**config.mk**
```make
export PLATFORM = sky130hd
export DESIGN_NAME = pipelined_adder
export DESIGN_NICKNAME = d
export VERILOG_FILES = /design/src/rtl/pipelined_adder.sv
export SDC_FILE = /design/constraint.sdc
export NUM_CORES = 1
export LEC_CHECK = 0
export ABC_AREA = 0
export CAP_MARGIN = 40
export CORE_AREA = 2 2 215 175
export DETAILED_ROUTE_END_ITERATION = 7
export DIE_AREA = 0 0 217 177
export GPL_TIMING_DRIVEN = 0
export MAX_ROUTING_LAYER = met4
export PLACE_DENSITY = 0.66
export SLEW_MARGIN = 20
export SYNTH_ARGS = -nofsm -noshare
export SYNTH_HDL_FRONTEND = slang
export SYNTH_SLANG_ARGS = --single-unit
```
**constraint.sdc**
```tcl
create_clock -name clk -period 14.4 [get_ports clk]
set_input_delay 1.44 -clock clk [delete_from_list [all_inputs] [get_ports clk]]
set_output_delay 1.44 -clock clk [all_outputs]
set_load 0.1 [all_outputs]
```
**src/rtl/pipelined_adder.sv**
```systemverilog
// Chunked, carry-skewed pipelined adder with a valid/ready handshake and a full-pipeline stall.
// Define ADDER_SUB_EN to add a per-operation subtract control (sub port).
module pipelined_adder #(
   parameter int WIDTH  = 64,
   parameter int STAGES = 4
) (
   input  logic             clk,
   input  logic             reset,
   input  logic [WIDTH-1:0] A,
   input  logic [WIDTH-1:0] B,
   input  logic             Cin,
`ifdef ADDER_SUB_EN
   input  logic             sub,
`endif
   input  logic             in_valid,
   output logic             in_ready,
   output logic [WIDTH-1:0] sum,
   output logic             Cout,
   output logic             ovf,
   output logic             out_valid,
   input  logic             out_ready
);

   localparam int CW = WIDTH / STAGES;

   logic             w_advance;
   logic [WIDTH-1:0] w_b_in;
   logic             w_cin_in;
   logic             r_ovf;

`ifdef ADDER_SUB_EN
   // Subtraction is folded in at entry: A + ~B + 1, so later stages only ever add.
   assign w_b_in   = sub ? ~B : B;
   assign w_cin_in = sub | Cin;
`else
   assign w_b_in   = B;
   assign w_cin_in = Cin;
`endif

   genvar gi;
   generate
      for (gi = 0; gi < STAGES; gi++) begin : g_stage
         localparam int UW = WIDTH - (gi + 1) * CW;
         localparam int SW = (gi + 1) * CW;

         logic [CW-1:0] w_a_chunk;
         logic [CW-1:0] w_b_chunk;
         logic          w_cin;
         logic          w_vin;
         logic [CW:0]   w_chunk_sum;
         logic [SW-1:0] w_sum_next;
         logic          r_valid;
         logic          r_carry;
         logic [SW-1:0] r_sum;

         if (gi == 0) begin : g_head
            assign w_a_chunk  = A[CW-1:0];
            assign w_b_chunk  = w_b_in[CW-1:0];
            assign w_cin      = w_cin_in;
            assign w_vin      = in_valid;
            assign w_sum_next = w_chunk_sum[CW-1:0];
         end else begin : g_body
            assign w_a_chunk  = g_stage[gi-1].g_fwd.r_a[CW-1:0];
            assign w_b_chunk  = g_stage[gi-1].g_fwd.r_b[CW-1:0];
            assign w_cin      = g_stage[gi-1].r_carry;
            assign w_vin      = g_stage[gi-1].r_valid;
            assign w_sum_next = {w_chunk_sum[CW-1:0], g_stage[gi-1].r_sum};
         end

         assign w_chunk_sum = {1'b0, w_a_chunk} + {1'b0, w_b_chunk} + {{CW{1'b0}}, w_cin};

         // Data only loads for real operations, so bubbles leave the last result in place.
         always_ff @(posedge clk or posedge reset) begin
            if (reset) begin
               r_valid <= 1'b0;
               r_carry <= 1'b0;
               r_sum   <= '0;
            end else if (w_advance) begin
               r_valid <= w_vin;
               if (w_vin) begin
                  r_carry <= w_chunk_sum[CW];
                  r_sum   <= w_sum_next;
               end
            end
         end

         if (gi < STAGES - 1) begin : g_fwd
            logic [UW-1:0] w_a_up;
            logic [UW-1:0] w_b_up;
            logic [UW-1:0] r_a;
            logic [UW-1:0] r_b;

            if (gi == 0) begin : g_src_in
               assign w_a_up = A[WIDTH-1:CW];
               assign w_b_up = w_b_in[WIDTH-1:CW];
            end else begin : g_src_reg
               assign w_a_up = g_stage[gi-1].g_fwd.r_a[UW+CW-1:CW];
               assign w_b_up = g_stage[gi-1].g_fwd.r_b[UW+CW-1:CW];
            end

            always_ff @(posedge clk or posedge reset) begin
               if (reset) begin
                  r_a <= '0;
                  r_b <= '0;
               end else if (w_advance && w_vin) begin
                  r_a <= w_a_up;
                  r_b <= w_b_up;
               end
            end
         end

         if (gi == STAGES - 1) begin : g_tail
            logic w_ovf;
            // Operand MSBs live in this stage's chunk, so the sign test stays local.
            assign w_ovf = (w_a_chunk[CW-1] == w_b_chunk[CW-1]) &&
                           (w_chunk_sum[CW-1] != w_a_chunk[CW-1]);

            always_ff @(posedge clk or posedge reset) begin
               if (reset) begin
                  r_ovf <= 1'b0;
               end else if (w_advance && w_vin) begin
                  r_ovf <= w_ovf;
               end
            end
         end
      end
   endgenerate

   assign out_valid = g_stage[STAGES-1].r_valid;
   assign sum       = g_stage[STAGES-1].r_sum;
   assign Cout      = g_stage[STAGES-1].r_carry;
   assign ovf       = r_ovf;
   assign w_advance = ~out_valid | out_ready;
   assign in_ready  = w_advance;

endmodule

```
==> results.txt <==
The share of total power dissipated in the clock network is 17.0%. The post-synthesis register bit count works out to 361. The total congestion overflow came out at 0. At the end of the flow, the number of nets in the layout was 1,749. The die is 177 um tall.

The static leakage came out at 0.00934 uW. After layout, the minimum clock period comes to 4620 ps. In this run the worst hold path is classified as reg -> reg. Yosys instantiated no cell more often than dfrtp_1. Across the VDD grid, the largest voltage drop is 0.163 mV. For this design, the CTS-stage hold fixing added 0 buffers.

In the global route stage, overall resource usage came out at 19.3%. The transition time at the pin with the least slew margin is 833 ps, and the row count is 63. The worst setup path is captured at an output pin. The number of antenna violations at the first check in global routing was 1; the boundary pin count was 201. Sequential cells were found to cover 56.1% of the synthesized design area. The biggest area contributor in the post-synthesis netlist is dfrtp_1. In this run the post-CTS setup repair buffer count came out at 0. The number of placed instances, taps included, is 1,994.

Of the post-synthesis cell area, the dominant cell type holds 56.1%. The tree built by TritonCTS fans out to 361 sinks. After filler insertion, the fill cell instance count of the layout stands at 2,979. Internal power comes to 3430 uW.

At the end of routability-driven placement, the weighted congestion stood at 0.906. Of the total power, registers draw 30.0%. Static timing analysis puts the maximum clock frequency at 0.216 GHz. Required time of the critical path: 12,960 ps.

The routed layout has 10,700 vias. Ranked by total cell area, the synthesized netlist is headed by dfrtp_1 56%, mux2_2 21%, ha_1 4.7%. The run gives 18.3 ps as the maximum clock skew at final layout. The fraction of power spent switching nets was 40.4%; the post-route total power was 5750 uW. The H-tree generated during clock tree synthesis spans 2 levels. Global-route wire length before repair: 57,300 um.

Number of nets with antenna violations after detailed routing: 0. The clock passes through at most 3 buffers. The tools report the worst-skew pair later-pin latency as 520 ps.

The post-synthesis average cell area is 13.0 um^2. Kind of start point of the critical path: an input pin. Final number of hold-violating endpoints: 0. The number of max-slew violations in the final report is 0, and the number of CTS-inserted buffers is 38.

The run gives 38,400 um^2 as the full die area. The average detailed-routed wire length per instance is 17.1 um, and the number of enable-type register cells in the synthesized netlist is 0. The first detailed-routing pass took 7 iterations.

The layout-stage area growth over the synthesis result works out to 33.1%. At the worst endpoint, the arrival time is 3180 ps. Headroom to the max-slew limit came out at 44.4%. Classification of the worst setup path: in -> out. During placement, the flow inserted port buffers numbering 200. For the number of standard cells after synthesis, the log shows 1,234. The run gives 105 as the maximum number of pins on one net before global-route repair. The peak fanout along the critical path came out at 10. In the synthesized netlist the async set-or-reset flop fraction comes to 100%.

Ratio of routed vias to standard cells: 5.18. From left edge to right edge, the die measures 217 um. The core footprint was 36,400 um^2. During synthesis, Yosys emitted a total of 0 warnings. The root buffer selected by CTS is clkbuf_16.

The via count of the first global-routing pass was 11,000. Combinational cells account for 53.0% of the total power. In this run the power density over the cells is 268 nW/um^2.

The half-perimeter wire length after placement is 26,500 um. For this block, the initial DRC count from the detailed router was 522. The worst path uses 32.1% of the clock period. The run gives 47 as the count of cell types in the netlist.

Ranked by instance count, the synthesized netlist is headed by 361 x dfrtp_1, 297 x mux2_2, 98 x nand2_1. The run finished with clean final reports. For this block, the routed nets add up to 35,400 um of wire. Leaving out filler cells and counting taps, the final layout contains 2,065. In the synthesized netlist the dominant register cell turns out to be dfrtp_1. The number of gates resized after CTS was 0. The number of nets handed over by synthesis was 1,435. In this run the power spent charging and discharging nets is 2320 uW. Setup repair after global routing left no endpoint under its margin. The tool flagged a number of max-cap violations equal to 0. In this run the cell area of the synthesized design comes to 16,100 um^2.

Final-report setup violation count: 0. Clock-pin slew was measured on the worst setup and hold paths at 60 ps. The fraction of final layout cells sized beyond drive strength 1 was 28.7%; the total DRC errors in the routed layout was 0. TritonCTS built the clock tree. The run gives 44.2% as the starting density of the core.
[routing by layer]
layer / vias up / wire, um / track usage, %
li1: 5069 / - / -
met1: 5303 / 16600 / 26.3
met2: 267 / 16500 / 30.4
met3: 56 / 1430 / 2.71
met4: 0 / 882 / 5.76
met5: - / 0 / -
[final cells by class]
cell class	instances	area, um^2	share of cell area (%)
clock inverters	14	154	0.719
well taps	487	609	2.85
multi-input cells	808	6790	31.7
plain buffers	48	201	0.941
diodes	1	2.50	0.0117
repair buffers	274	3440	16.1
inverters	17	71.3	0.333
flip-flops and latches	361	9030	42.2
clock buffers	55	1110	5.17
[metrics by stage]
| step | TNS [ps] | util, % | instance area, um^2 | hold slack (ps) | worst slack [ps] |
|---|---|---|---|---|---|
| floorplan | 0 | - | 16100 | 436 | 2940 |
| global placement | -434570 | 51.4 | 18700 | 459 | -1230 |
| detailed placement | 0 | 55.3 | 20100 | 461 | 9760 |
| CTS | 0 | 58.8 | 21400 | 477 | 9750 |
| global route | 0 | 58.8 | 21400 | 502 | 9710 |
| finish | 0 | 58.8 | 21400 | 472 | 9780 |
[cell usage in the layout, fill, tap and decap left out, types with 3 or more instances in the layout]
cell type        instances
dfrtp_1                361
mux2_2                 297
clkdlybuf4s50_1        200
nand2_1                 98
o21ai_0                 79
a21oi_1                 62
ha_1                    60
buf_8                   45
clkbuf_16               39
clkbuf_1                35
xor2_1                  30
buf_16                  27
nor2_1                  26
xnor2_1                 25
a21o_1                  24
buf_2                   17
inv_1                   16
o21a_1                  11
nand3_1                 11
o21bai_1                 8
fa_1                     8
clkinv_2                 8
o31ai_1                  7
clkbuf_8                 7
nand2b_1                 6
nand4_1                  6
a31oi_1                  6
nor3_1                   6
a211oi_1                 6
buf_1                    5
o211ai_1                 4
o22ai_1                  4
o2111ai_1                3
bufinv_16                3
[registers in the layout, summed over array words and instances, names as in the netlist]
signal             cells
sum                   64
g_stage.g_fwd.r_b     96
ovf                    1
g_stage.r_carry        3
g_stage.r_sum         96
g_stage.r_valid        3
g_stage.g_fwd.r_a     96
out_valid              1
Cout                   1
[critical path: stages]
cell and delay [ps]:
clkdlybuf4s50_1 450, nand2b_1 160, buf_2 330, clkdlybuf4s50_1 590, buf_8 210
[logic make-up after synthesis]
| logic type | after synthesis | share of synthesized area, % |
|---|---|---|
| buf+inv | 65 | 1.65 |
| flops | 361 | 56.1 |
| compound gates | 230 | 8.66 |
| simple gates | 158 | 4.10 |
| xor+xnor | 55 | 2.99 |
| fa+ha+maj | 68 | 5.66 |
| mux | 297 | 20.8 |
[power by group through the flow]
stage | Sequential [uW] | Clock, uW | Combinational [uW]
6_report | 1720 | 978 | 3050
5_1_grt | 1790 | 1050 | 3270
4_1_cts | 1730 | 1000 | 3060
3_5_place_dp | 1750 | 0 | 3040
3_3_place_gp | 1740 | 0 | 2590
2_1_floorplan | 2310 | 0 | 1430
[final timing paths]
kind	from	end	slack (ps)	depth (start not counted)
max	out_ready	in_ready	9780	5
min	g_stage[2].r_valid$_DFFE_PP0N_	out_valid$_DFFE_PP0N_	470	2
max reg2reg	g_stage[1].r_carry$_DFFE_PP0P_	g_stage[2].r_sum[46]$_DFFE_PP0P_	11350	9
min reg2reg	g_stage[2].r_valid$_DFFE_PP0N_	out_valid$_DFFE_PP0N_	470	2
max in group asynchronous	reset	g_stage[0].g_fwd.r_a[12]$_DFFE_PP0P_	12060	4
min in group asynchronous	reset	sum[3]$_DFFE_PP0P_	1250	2
No activity file was read; power rests on OpenSTA's default activity.
